**src/rtl/dmem_if.sv**
```systemverilog
// CPU-side request/response bundle for the data-memory controller.
// The master modport is the CPU; the slave modport is dmem_ctrl.
interface dmem_if;
  logic        req_valid;
  logic        req_ready;
  logic        req_we;
  logic [1:0]  req_size;
  logic        req_signed;
  logic [31:0] req_addr;
  logic [31:0] req_wdata;
  logic        resp_valid;
  logic [31:0] resp_rdata;
  logic        resp_err;

  modport master (
    output req_valid, req_we, req_size, req_signed, req_addr, req_wdata,
    input  req_ready, resp_valid, resp_rdata, resp_err
  );

  modport slave (
    input  req_valid, req_we, req_size, req_signed, req_addr, req_wdata,
    output req_ready, resp_valid, resp_rdata, resp_err
  );
endinterface

```
**src/rtl/dmem_ctrl.sv**
```systemverilog
// Data-memory controller: one CPU request at a time against a synchronous
// single-port RAM, with lane extraction for loads and read-modify-write for sub-word stores.
module dmem_ctrl #(
  parameter int unsigned DEPTH = 262144
) (
  input  logic        clk,
  input  logic        rst,
  dmem_if.slave       bus,
  output logic        ram_en,
  output logic        ram_we,
  output logic        ram_rst,
  output logic [31:0] ram_addr,
  output logic [31:0] ram_di,
  input  logic [31:0] ram_dout
);

  typedef enum logic [2:0] {IDLE, ACCESS, MERGE, WRITE, RESP} state_t;

  localparam logic [31:0] DEPTH_W = 32'(DEPTH);

  state_t      state, state_nxt;
  logic        we_q, signed_q;
  logic [1:0]  size_q;
  logic [31:0] addr_q, wdata_q, merged_q;
  logic [31:0] rdata_q;
  logic        err_q;

  logic        accept, req_err, word_store;
  logic [1:0]  lane;
  logic [7:0]  byte_v;
  logic [15:0] half_v;
  logic [31:0] load_data, merged_d;

  assign bus.req_ready = (state == IDLE) && !rst;
  assign accept        = bus.req_valid && bus.req_ready;
  assign word_store    = we_q && (size_q == 2'd2);

  // Request legality is judged on the live inputs, in the cycle of acceptance.
  always_comb begin
    req_err = 1'b0;
    case (bus.req_size)
      2'd0:    req_err = 1'b0;
      2'd1:    req_err = bus.req_addr[0];
      2'd2:    req_err = |bus.req_addr[1:0];
      default: req_err = 1'b1;
    endcase
    if ({2'b00, bus.req_addr[31:2]} >= DEPTH_W) req_err = 1'b1;
  end

  always_ff @(posedge clk) begin
    if (rst) state <= IDLE;
    else     state <= state_nxt;
  end

  // NOTE: every signal written here gets a default first, so no path can infer a latch.
  always_comb begin
    state_nxt = state;
    ram_en    = 1'b0;
    ram_we    = 1'b0;
    ram_di    = wdata_q;
    case (state)
      IDLE:   if (accept) state_nxt = req_err ? RESP : ACCESS;
      ACCESS: begin
        ram_en    = 1'b1;
        ram_we    = word_store;
        state_nxt = word_store ? RESP : MERGE;
      end
      MERGE:  state_nxt = we_q ? WRITE : RESP;
      WRITE:  begin
        ram_en    = 1'b1;
        ram_we    = 1'b1;
        ram_di    = merged_q;
        state_nxt = RESP;
      end
      RESP:    state_nxt = IDLE;
      default: state_nxt = IDLE;
    endcase
    // Reset pulses the RAM output-register reset and blocks any in-flight write.
    if (rst) begin
      ram_en = 1'b1;
      ram_we = 1'b0;
    end
  end

  assign ram_rst  = rst;
  assign ram_addr = addr_q;

  // Little-endian lane extraction and lane insertion on the word read back in MERGE.
  always_comb begin
    lane      = addr_q[1:0];
    byte_v    = ram_dout[{lane, 3'b000} +: 8];
    half_v    = addr_q[1] ? ram_dout[31:16] : ram_dout[15:0];
    load_data = ram_dout;
    merged_d  = ram_dout;
    case (size_q)
      2'd0: begin
        load_data = signed_q ? {{24{byte_v[7]}}, byte_v} : {24'h0, byte_v};
        merged_d[{lane, 3'b000} +: 8] = wdata_q[7:0];
      end
      2'd1: begin
        load_data = signed_q ? {{16{half_v[15]}}, half_v} : {16'h0, half_v};
        merged_d  = addr_q[1] ? {wdata_q[15:0], ram_dout[15:0]}
                              : {ram_dout[31:16], wdata_q[15:0]};
      end
      default: ;
    endcase
  end

  // NOTE: request and datapath registers carry no reset; they are always written before use.
  always_ff @(posedge clk) begin
    if (accept) begin
      we_q     <= bus.req_we;
      size_q   <= bus.req_size;
      signed_q <= bus.req_signed;
      addr_q   <= bus.req_addr;
      wdata_q  <= bus.req_wdata;
    end
    if (state == MERGE) merged_q <= merged_d;
  end

  // Response registers change only on entry to RESP, so they hold between responses.
  always_ff @(posedge clk) begin
    if (rst) begin
      rdata_q <= '0;
      err_q   <= 1'b0;
    end else if (state_nxt == RESP && state != RESP) begin
      err_q   <= (state == IDLE);
      rdata_q <= (state == MERGE && !we_q) ? load_data : '0;
    end
  end

  assign bus.resp_valid = (state == RESP) && !rst;
  assign bus.resp_rdata = rst ? '0 : rdata_q;
  assign bus.resp_err   = rst ? 1'b0 : err_q;

endmodule
```
**src/flat_wrapper.sv**
```systemverilog
// flat-port wrapper written by rule: the top's interface ports become plain ports
module dmem_ctrl_flat 
#(
  parameter int unsigned DEPTH = 262144
)
  (clk, rst, ram_en, ram_we, ram_rst, ram_addr, ram_di, ram_dout, bus_req_valid, bus_req_we, bus_req_size, bus_req_signed, bus_req_addr, bus_req_wdata, bus_req_ready, bus_resp_valid, bus_resp_rdata, bus_resp_err);
  dmem_if bus_i ();
  input  logic clk;
  input  logic rst;
  output logic ram_en;
  output logic ram_we;
  output logic ram_rst;
  output logic [31:0] ram_addr;
  output logic [31:0] ram_di;
  input  logic [31:0] ram_dout;
  input wire logic [$bits(bus_i.req_valid)-1:0] bus_req_valid;
  input wire logic [$bits(bus_i.req_we)-1:0] bus_req_we;
  input wire logic [$bits(bus_i.req_size)-1:0] bus_req_size;
  input wire logic [$bits(bus_i.req_signed)-1:0] bus_req_signed;
  input wire logic [$bits(bus_i.req_addr)-1:0] bus_req_addr;
  input wire logic [$bits(bus_i.req_wdata)-1:0] bus_req_wdata;
  output wire logic [$bits(bus_i.req_ready)-1:0] bus_req_ready;
  output wire logic [$bits(bus_i.resp_valid)-1:0] bus_resp_valid;
  output wire logic [$bits(bus_i.resp_rdata)-1:0] bus_resp_rdata;
  output wire logic [$bits(bus_i.resp_err)-1:0] bus_resp_err;
  assign bus_i.req_valid = bus_req_valid;
  assign bus_i.req_we = bus_req_we;
  assign bus_i.req_size = bus_req_size;
  assign bus_i.req_signed = bus_req_signed;
  assign bus_i.req_addr = bus_req_addr;
  assign bus_i.req_wdata = bus_req_wdata;
  assign bus_req_ready = bus_i.req_ready;
  assign bus_resp_valid = bus_i.resp_valid;
  assign bus_resp_rdata = bus_i.resp_rdata;
  assign bus_resp_err = bus_i.resp_err;
  dmem_ctrl #(.DEPTH(DEPTH)) u_core (.clk(clk), .rst(rst), .bus(bus_i), .ram_en(ram_en), .ram_we(ram_we), .ram_rst(ram_rst), .ram_addr(ram_addr), .ram_di(ram_di), .ram_dout(ram_dout));
endmodule
```
**config.mk**
```make
export PLATFORM = sky130hd
export DESIGN_NAME = dmem_ctrl_flat
export DESIGN_NICKNAME = d
export VERILOG_FILES = /design/src/rtl/dmem_if.sv /design/src/rtl/dmem_ctrl.sv /design/src/flat_wrapper.sv
export SDC_FILE = /design/constraint.sdc
export NUM_CORES = 1
export LEC_CHECK = 0
export CORE_MARGIN = 3
export CORE_UTILIZATION = 45
export CTS_CLUSTER_SIZE = 24
export DETAILED_ROUTE_END_ITERATION = 6
export MAX_ROUTING_LAYER = met4
export PLACE_DENSITY_LB_ADDON = 0.12
export SETUP_SLACK_MARGIN = 0.3
export SYNTH_ARGS = -nofsm -noshare
export SYNTH_HDL_FRONTEND = slang
export SYNTH_SLANG_ARGS = --single-unit
```
**constraint.sdc**
```tcl
create_clock -name clk -period 5.1 [get_ports clk]
set_input_delay 0.51 -clock clk [delete_from_list [all_inputs] [get_ports clk]]
set_output_delay 0.51 -clock clk [all_outputs]
set_load 0.03 [all_outputs]
```
==> flow_metrics.tcl, run 1 <==
set metrics [dict create \
    muxShareOfSynthArea 0.0853 \
    via_per_inst 5.88 \
    coreArea_um2 13900 \
    drt_iter0_drc 621 \
    leakagePower_nw 3.20 \
    period_minus_slack_ns 3.16 \
    worst_pin_slew_ns 1.22 \
    syn_nets 633 \
    cts_tree "built" \
    postSynthCellCount 525 \
    finalCoreUtilization 0.660 \
    setup_viol 0 \
    grt_setup_unrepaired "false" \
    start_util 0.461 \
    p_comb_frac 0.119 \
    synth_top_area_cell "edfxtp_1" \
    hold_viol_final 0 \
    powerDensity_nw_per_um2 304 \
    finalWirelength_mm 19.7 \
    htreeDepth 4 \
    clkTransAtPathRegs_ns 0.06 \
    slew_headroom 0.183 \
    drc 0 \
    grt_max_degree 44 \
    grt_overflow 0 \
    drv_cap 0 \
    p_clk_frac 0.438 \
    numCtsBuffers 17 \
    synth_cell_types 51 \
    synthFlopType "edfxtp_1" \
    area_growth_syn_to_layout_pct 43.1 \
    outcome "completed" \
    synth_area_leaders "edfxtp_1, dfxtp_1, mux2_2" \
    tns_ns 0 \
    num_vias 5343 \
    crit_slowest_cell "edfxtp_1" \
    fillers 1053 \
    synthXorXnorAreaFrac 0 \
    p_sw_uw 647 \
    drive_gt1_frac 0.123 \
    synth_area_um2 6430 \
    synth_edf_count 100 \
    dr.pass1.iters 6 \
    antenna_found_initial 0 \
    io_buffers 204 \
    worstSkewPairLatency_ns 0.42 \
    intPower_mw 2.14 \
    yosys.area_share.adder 0.00974 \
    seqCellArea_um2 3720 \
    worstPathRequired_ns 4.59 \
    die_w_um 126 \
    synth-seq-cells 136 \
    wl_per_cell_um 21.6 \
    cp_cell_sequence "and3b_1, nor2_1, nor3_1, clkdlybuf4s50_1" \
    multi_input_area_um2 2440 \
    crit_type "register to primary output" \
    swShare 0.232 \
    yosys_warnings 0 \
    synth-simple-area-share 0.0929 \
    ant_nets 0 \
    die-area_um2 15800 \
    grtUsageTotal 0.259 \
    vdd_drop_max_v 0.000235 \
    syn_area_per_cell_um2 12.2 \
    cpPeakStageDelay_ns 0.96 \
    fin_crit_sh 0.620 \
    grt_pass1_wl_mm 30.9 \
    seq_area_frac_synth 0.579 \
    synth_compound_area_frac 0.191 \
    root_buffer "clkbuf_16" \
    crit_fanout 26 \
    cts_resized 0 \
    synth.top_cells.by_count "edfxtp_1, nor2b_1, o211ai_1, dfxtp_1, clkbuf_1" \
    crit_path_start_kind "register" \
    num_antenna_cells 0 \
    clock-sinks 136 \
    synth.most_common_cell "edfxtp_1" \
    gp_congestion 0.860 \
    clock_path_buffers 2 \
    seqPwrFrac 0.444 \
    hpwl_mm 13.6 \
    holdBufCountCts 0 \
    nets 824 \
    synth_top_family_by_area "compound AO/OA/AOI/OAI gates" \
    worstPathArrival_ns 2.65 \
    synthArstFlopShare 0 \
    post_cts_buffers 0 \
    hp-class "register to register" \
    die_h_um 126 \
    ios 205 \
    setup.worst_path.end_class "primary output" \
    synth.top_cell.area_share 0.467 \
    max_freq_mhz 316 \
    grt_pass1_vias 5490 \
    rows 43 \
    slew_viol_final 0 \
    skew_ns 0.00456 \
]
==> layer usage <==
metal  wire, um  GRT usage
met5          0          -
met4        381     0.0957
met3       1490     0.0525
met2       9590      0.407
met1       8210      0.335
==> flip-flops by register name (all words and copies together) (netlist names), 2 cells and up <==
name             flops
u_core.wdata_q      32
u_core.merged_q     32
u_core.ram_addr     32
u_core.state         3
u_core.rdata_q      32
u_core.size_q        2
==> worst max-delay path, delay by kind of cell (launching register included) <==
kind / cells / cell delay, ns
buffers and inverters: 1 / 0.70
flip-flops: 1 / 0.96
AND/OR/NAND/NOR: 3 / 0.56
==> power groups by stage <==
stage               logic, mW  clock network, mW  registers, mW
global route            0.351               1.30           1.24
global placement        0.324                  0           1.26
detailed placement      0.328                  0           1.26
floorplan               0.136                  0           1.28
CTS                     0.331               1.23           1.24
finish                  0.331               1.22           1.24
==> cells in the final DEF (no fill, tap or decap), types with 5 or more instances in the layout <==
cell type / count
a221o_1: 5
buf_4: 12
mux2_2: 32
ha_1: 5
nor4_1: 6
clkbuf_16: 17
inv_1: 21
a2bb2oi_1: 5
o211ai_1: 37
o21ai_0: 26
edfxtp_1: 100
nand2_1: 13
mux4_2: 7
o221ai_1: 10
o22a_1: 8
a222oi_1: 8
a21oi_1: 22
a22o_1: 15
nand3_1: 7
nand2b_1: 8
nor2_1: 22
nor2b_1: 37
o21ai_1: 8
a211oi_1: 6
clkdlybuf4s50_1: 204
dfxtp_1: 36
==> layout make-up <==
cell class,count,share of cell area
Sequential cell,136,0.405
Multi-Input combinational cell,323,0.266
Timing Repair Buffer,216,0.232
Clock buffer,19,0.0471
Tap cell,180,0.0245
Clock inverter,13,0.0169
Inverter,22,0.00898
==> stage by stage <==
step	setup WS, ns	hold WS [ns]	total power [mW]	instances	instance area, um^2
2_1_floorplan	1.42	0.462	1.41	525	6430
4_1_cts	1.95	0.505	2.80	909	9200
3_5_place_dp	1.88	0.497	1.59	877	8610
6_report	1.94	0.506	2.79	909	9200
5_1_grt	1.87	0.521	2.89	909	9200
3_3_place_gp	2.12	0.490	1.59	877	8610
==> kinds of logic after synthesis <==
group	count (synthesis)
mux	42
flops	136
buf+inv	66
simple gates	108
fa+ha+maj	5
compound gates	168
==> final timing paths <==
kind | to | slack, ns | cells after the start | startpoint
setup / recovery | ram_we | 1.94 | 4 | u_core.size_q[1]
hold / removal | u_core.rdata_q[1] | 0.51 | 2 | u_core.rdata_q[1]
setup reg to reg | u_core.merged_q[19] | 2.23 | 5 | u_core.ram_addr[0]
hold reg to reg | u_core.rdata_q[1] | 0.51 | 2 | u_core.rdata_q[1]
Note: power is estimated with default switching activity, not from simulation.
==> run 2, diff against run 1 <==
--- a/config.mk
+++ b/config.mk
@@ -6,7 +6,7 @@
 export NUM_CORES = 1
 export LEC_CHECK = 0
 export CORE_MARGIN = 3
-export CORE_UTILIZATION = 45
+export CORE_UTILIZATION = 42
 export CTS_CLUSTER_SIZE = 24
 export DETAILED_ROUTE_END_ITERATION = 6
 export MAX_ROUTING_LAYER = met4
==> constraint.sdc (replaced) <==
create_clock -name clk -period 2.6 [get_ports clk]
set_input_delay 0.26 -clock clk [delete_from_list [all_inputs] [get_ports clk]]
set_output_delay 0.26 -clock clk [all_outputs]
set_load 0.03 [all_outputs]
==> flow_metrics.tcl, run 2 (synthesized netlist as in run 1, its figures left out) <==
set metrics [dict create \
    layout_commonest_cell "clkdlybuf4s50_1" \
    drc 0 \
    drive_gt1_frac 0.213 \
    skew_ns 0.00642 \
    swShare 0.230 \
    slew_headroom 0.225 \
    cts_tree "built" \
    finalCoreUtilization 0.638 \
    io_buffers 204 \
    met1_usage 0.292 \
    crit_slowest_cell "dfxtp_2" \
    leakagePower_nw 3.44 \
    rows 44 \
    dr.pass1.iters 7 \
    clkTransAtPathRegs_ns 0.06 \
    critical_path.startpoint "u_core.state[2]" \
    setup_viol 0 \
    vdd_drop_max_v 0.000453 \
    worstPathArrival_ns 1.94 \
    grt.busiest_layer "met2" \
    crit_path_start_kind "register" \
    p_comb_frac 0.124 \
    drv_cap 0 \
    numCtsBuffers 17 \
    finalWirelength_mm 19.2 \
    slew_viol_final 0 \
    grt_max_degree 70 \
    cp_cell_sequence "inv_1, nand3_4, buf_12, mux2_2, dlygate4sd2_1" \
    num_antenna_cells 0 \
    timing.rr.start "u_core.size_q[0]" \
    crit_fanout 16 \
    via_per_inst 5.79 \
    grt_overflow 0 \
    seqPwrFrac 0.454 \
    num_vias 5352 \
    p_clk_frac 0.422 \
    hold_slack_ns 0.392 \
    setup.worst_path.end_class "primary output" \
    final_cell_mix "clkdlybuf4s50_1, edfxtp_1, buf_4" \
    coreArea_um2 14800 \
    wl_per_cell_um 20.7 \
    dp.cells 891 \
    drt_iter0_drc 497 \
    fillers 1175 \
    worstSkewPairLatency_ns 0.42 \
    period_minus_slack_ns 2.20 \
    antenna_found_initial 0 \
    p_sw_mw 1.23 \
    cp_top_family "buffers and inverters" \
    die-area_um2 16800 \
    outcome "completed" \
    crit_type "register to primary output" \
    die_h_um 130 \
    powerDensity_nw_per_um2 566 \
    root_buffer "clkbuf_16" \
    clock_path_buffers 2 \
    final_cells 925 \
    grt_setup_unrepaired "false" \
    cpPeakStageDelay_ns 0.38 \
    fin_crit_sh 0.846 \
    ios 205 \
    cp.buffers_inverters 3 \
    grtUsageTotal 0.236 \
    hold_viol_final 0 \
    max_freq_mhz 455 \
    use_met3 0.0729 \
    ant_nets 0 \
    grt_pass1_wl_mm 29.1 \
    start_util 0.436 \
    die_w_um 130 \
    worst_pin_slew_ns 1.16 \
    gp_congestion 0.890 \
    hp-class "input pin to register" \
    intPower_mw 4.10 \
    area_growth_syn_to_layout_pct 46.5 \
    grt_use_met2 0.365 \
    worstPathRequired_ns 2.34 \
    hpwl_mm 13.9 \
    htreeDepth 4 \
    tns_ns 0 \
    grt_pass1_vias 5414 \
    nets 836 \
    clock-sinks 136 \
    min_from "bus_req_addr[4]" \
]
[run 2: cell count changes in the layout (fill, tap and decap cells not counted), sizes merged]
cell           delta
buf              +65
bufbuf            +1
bufinv            -1
clkbuf            +2
clkdlybuf4s50    -70
clkinv            +1
clkinvlp          -1
dlygate4sd2      +16
inv               -1
[run 2: power groups by stage]
stage	logic (mW)	clock network [mW]	registers [mW]
after global placement	0.655	0	2.47
after floorplan	0.273	0	2.50
final	0.661	2.25	2.42
after global routing	0.701	2.41	2.43
after detailed placement	0.662	0	2.47
after CTS	0.661	2.29	2.42
[run 2: what timing repair did]
action / in CTS / in global routing
hold buffers: 0 / 0
setup endpoints to repair: 20 / 4
gates resized for setup: 29 / 7
setup buffers: 1 / 0
gates cloned: 1 / 0
[run 2: final cells by class]
type                       instances  area (um^2)  area share
inverter                          22         86.3     0.00917
multi-input combinational        323         2490       0.264
sequential                       136         3730       0.396
clock buffer                      21          440      0.0468
tap                              184          230      0.0245
timing repair buffer             228         2330       0.248
clock inverter                    11          106      0.0113
[run 2: metal layers]
layer,share of wire,vias up
met1,0.41,2596
li1,-,2444
met5,0,-
met2,0.47,267
met4,0.029,0
met3,0.083,45
[run 2: path summary, 6_finish.rpt]
kind,endpoint,slack (ns),depth (start not counted)
hold reg to reg,u_core.state[1],0.49,1
setup / recovery,ram_di[21],0.40,5
setup reg to reg,u_core.merged_q[13],0.51,4
hold / removal,u_core.ram_addr[4],0.39,1
[run 2: per-stage QoR]
step / setup slack [ns] / power (mW) / instance area, um^2
final: 0.402 / 5.33 / 9410
after global routing: 0.311 / 5.53 / 9410
after CTS: 0.298 / 5.37 / 9430
after detailed placement: 0.395 / 3.13 / 8850
after floorplan: 0.305 / 2.78 / 6480
after global placement: 0.452 / 3.12 / 8850
==> run 3, diff against run 2 <==
==> constraint.sdc (replaced) <==
create_clock -name clk -period 1.8 [get_ports clk]
set_input_delay 0.18 -clock clk [delete_from_list [all_inputs] [get_ports clk]]
set_output_delay 0.18 -clock clk [all_outputs]
set_load 0.03 [all_outputs]
==> flow_metrics.tcl, run 3 (synthesized netlist as in run 1, its figures left out) <==
set metrics [dict create \
    outcome "finished with violations" \
    violations "setup timing" \
    hpwl_mm 15.7 \
    worstSkewPairLatency_ns 0.42 \
    worstPathArrival_ns 1.85 \
    seqCellArea_um2 3730 \
    finalPower_mw 8.33 \
    root_buffer "clkbuf_16" \
    drv_cap 0 \
    clkTransAtPathRegs_ns 0.06 \
    place_ws_ns -0.160 \
    crit_fanout 6 \
    skew_ns 0.0142 \
    via_per_inst 5.88 \
    grt_pass1_wl_mm 34.6 \
    grt.busiest_layer "met2" \
    worst_pin_slew_ns 0.453 \
    cp.buffers_inverters 5 \
    cp_top_family "buffers and inverters" \
    ios 205 \
    setup.worst_path.end_class "primary output" \
    cpPeakStageDelay_ns 0.36 \
    wl_per_cell_um 23.3 \
    die-area_um2 16800 \
    fillers 926 \
    worst_slack_ns -0.226 \
    gp_congestion 0.926 \
    num_antenna_cells 0 \
    grt_overflow 0 \
    ant_nets 0 \
    antenna_found_initial 0 \
    grt_setup_unrepaired "true" \
    drt_iter0_drc 498 \
    final_cell_mix "clkdlybuf4s50_1, edfxtp_1, buf_4" \
    start_util 0.436 \
    coreArea_um2 14800 \
    hp-class "input pin to register" \
    num_vias 6084 \
    met1_usage 0.348 \
    io_buffers 204 \
    grtUsageTotal 0.284 \
    setup_viol 80 \
    crit_path_start_kind "register" \
    grt_pass1_vias 6129 \
    worstPathRequired_ns 1.62 \
    powerDensity_nw_per_um2 733 \
    leakagePower_nw 4.38 \
    hold_viol_final 0 \
    slew_viol_final 0 \
    die_w_um 130 \
    rows 44 \
    use_met3 0.0647 \
    multi_input_area_um2 2910 \
    vdd_drop_max_v 0.000731 \
    crit_type "register to primary output" \
    fin_crit_sh 1.13 \
    cts_tree "built" \
    period_minus_slack_ns 2.03 \
    clock_path_buffers 2 \
    dr.pass1.iters 5 \
    cp_cell_sequence "inv_4, nand3_4, buf_12, buf_16, buf_6, mux2_4, buf_6" \
    die_h_um 130 \
    htreeDepth 4 \
    grt_max_degree 34 \
    crit_slowest_cell "dfxtp_4" \
    grt_use_met2 0.461 \
    area_growth_syn_to_layout_pct 76.7 \
    layout_commonest_cell "clkdlybuf4s50_1" \
    nets 946 \
    numCtsBuffers 17 \
    drive_gt1_frac 0.405 \
    slew_headroom 0.697 \
    clock-sinks 136 \
    finalWirelength_mm 24.2 \
    drc 0 \
    cp_common_cell "buf_6" \
    max_freq_mhz 493 \
]
run 3: cell types whose count changed in the layout (fill, tap and decap cells not counted), sizes merged, moves of 2 or more:
| cell | change |
|---|---|
| buf | +124 |
| dlygate4sd2 | +15 |
| a311o | +2 |
| clkinvlp | +2 |
| clkdlybuf4s50 | -33 |
run 3: where the power goes:
group | total (mW) | leakage, nW | internal (mW) | switching, mW
combinational | 1.33 | 2.88 | 0.691 | 0.637
clock | 3.51 | 0.282 | 2.16 | 1.35
sequential | 3.50 | 1.22 | 3.45 | 0.0423
total | 8.33 | 4.38 | 6.30 | 2.03
run 3: worst reg2reg max path, delay by kind of cell (launching register included):
family	cells	cell delay, ns
buffers and inverters	1	0.10
and+or+nand+nor	1	0.48
DFF	1	0.48
AOI/OAI and AO/OA	2	0.50
adders and majority gates	1	0.30
run 3: what timing repair did:
| item | 4_1_cts | 5_1_grt |
|---|---|---|
| setup buffers | 24 | 20 |
| endpoints found under the setup margin | 255 | 205 |
| gates resized for setup | 278 | 36 |
| pin swaps | 21 | 29 |
| hold buffers | 0 | 0 |
| cloned | 10 | 5 |
run 3: path summary, 6_finish.rpt:
path	startpoint	end	slack (ns)	depth (start not counted)
max reg2reg	u_core.ram_addr[1]	u_core.merged_q[17]	-0.21	5
max	u_core.state[2]	ram_di[9]	-0.23	7
min	bus_req_wdata[20]	u_core.wdata_q[20]	0.31	1
min reg2reg	u_core.state[1]	u_core.state[1]	0.58	2
run 3: final cells by class:
cell class | instances | area share
Clock buffer | 18 | 0.0378
Clock inverter | 14 | 0.0139
Inverter | 22 | 0.00837
Multi-Input combinational cell | 325 | 0.256
Sequential cell | 136 | 0.329
Tap cell | 184 | 0.0203
Timing Repair Buffer | 336 | 0.335
run 3: per-stage QoR:
| step | std cells | utilization | hold WS, ns | TNS (ns) | instance area (um^2) |
|---|---|---|---|---|---|
| after CTS | 1010 | 0.742 | 0.299 | -7.18 | 10900 |
| after global routing | 1035 | 0.770 | 0.296 | -14.84 | 11400 |
| after global placement | 944 | 0.644 | 0.485 | -6.29 | 9510 |
| after detailed placement | 944 | 0.644 | 0.500 | -11.92 | 9510 |
| after floorplan | 525 | - | 0.279 | -36.79 | 6650 |
| final | 1035 | 0.770 | 0.308 | -9.94 | 11400 |
run 3: per-layer routing:
layer  share of wire  up-vias
met3           0.079       57
li1                -     2689
met1            0.40     2985
met4           0.029        0
met5               0        -
met2            0.50      353
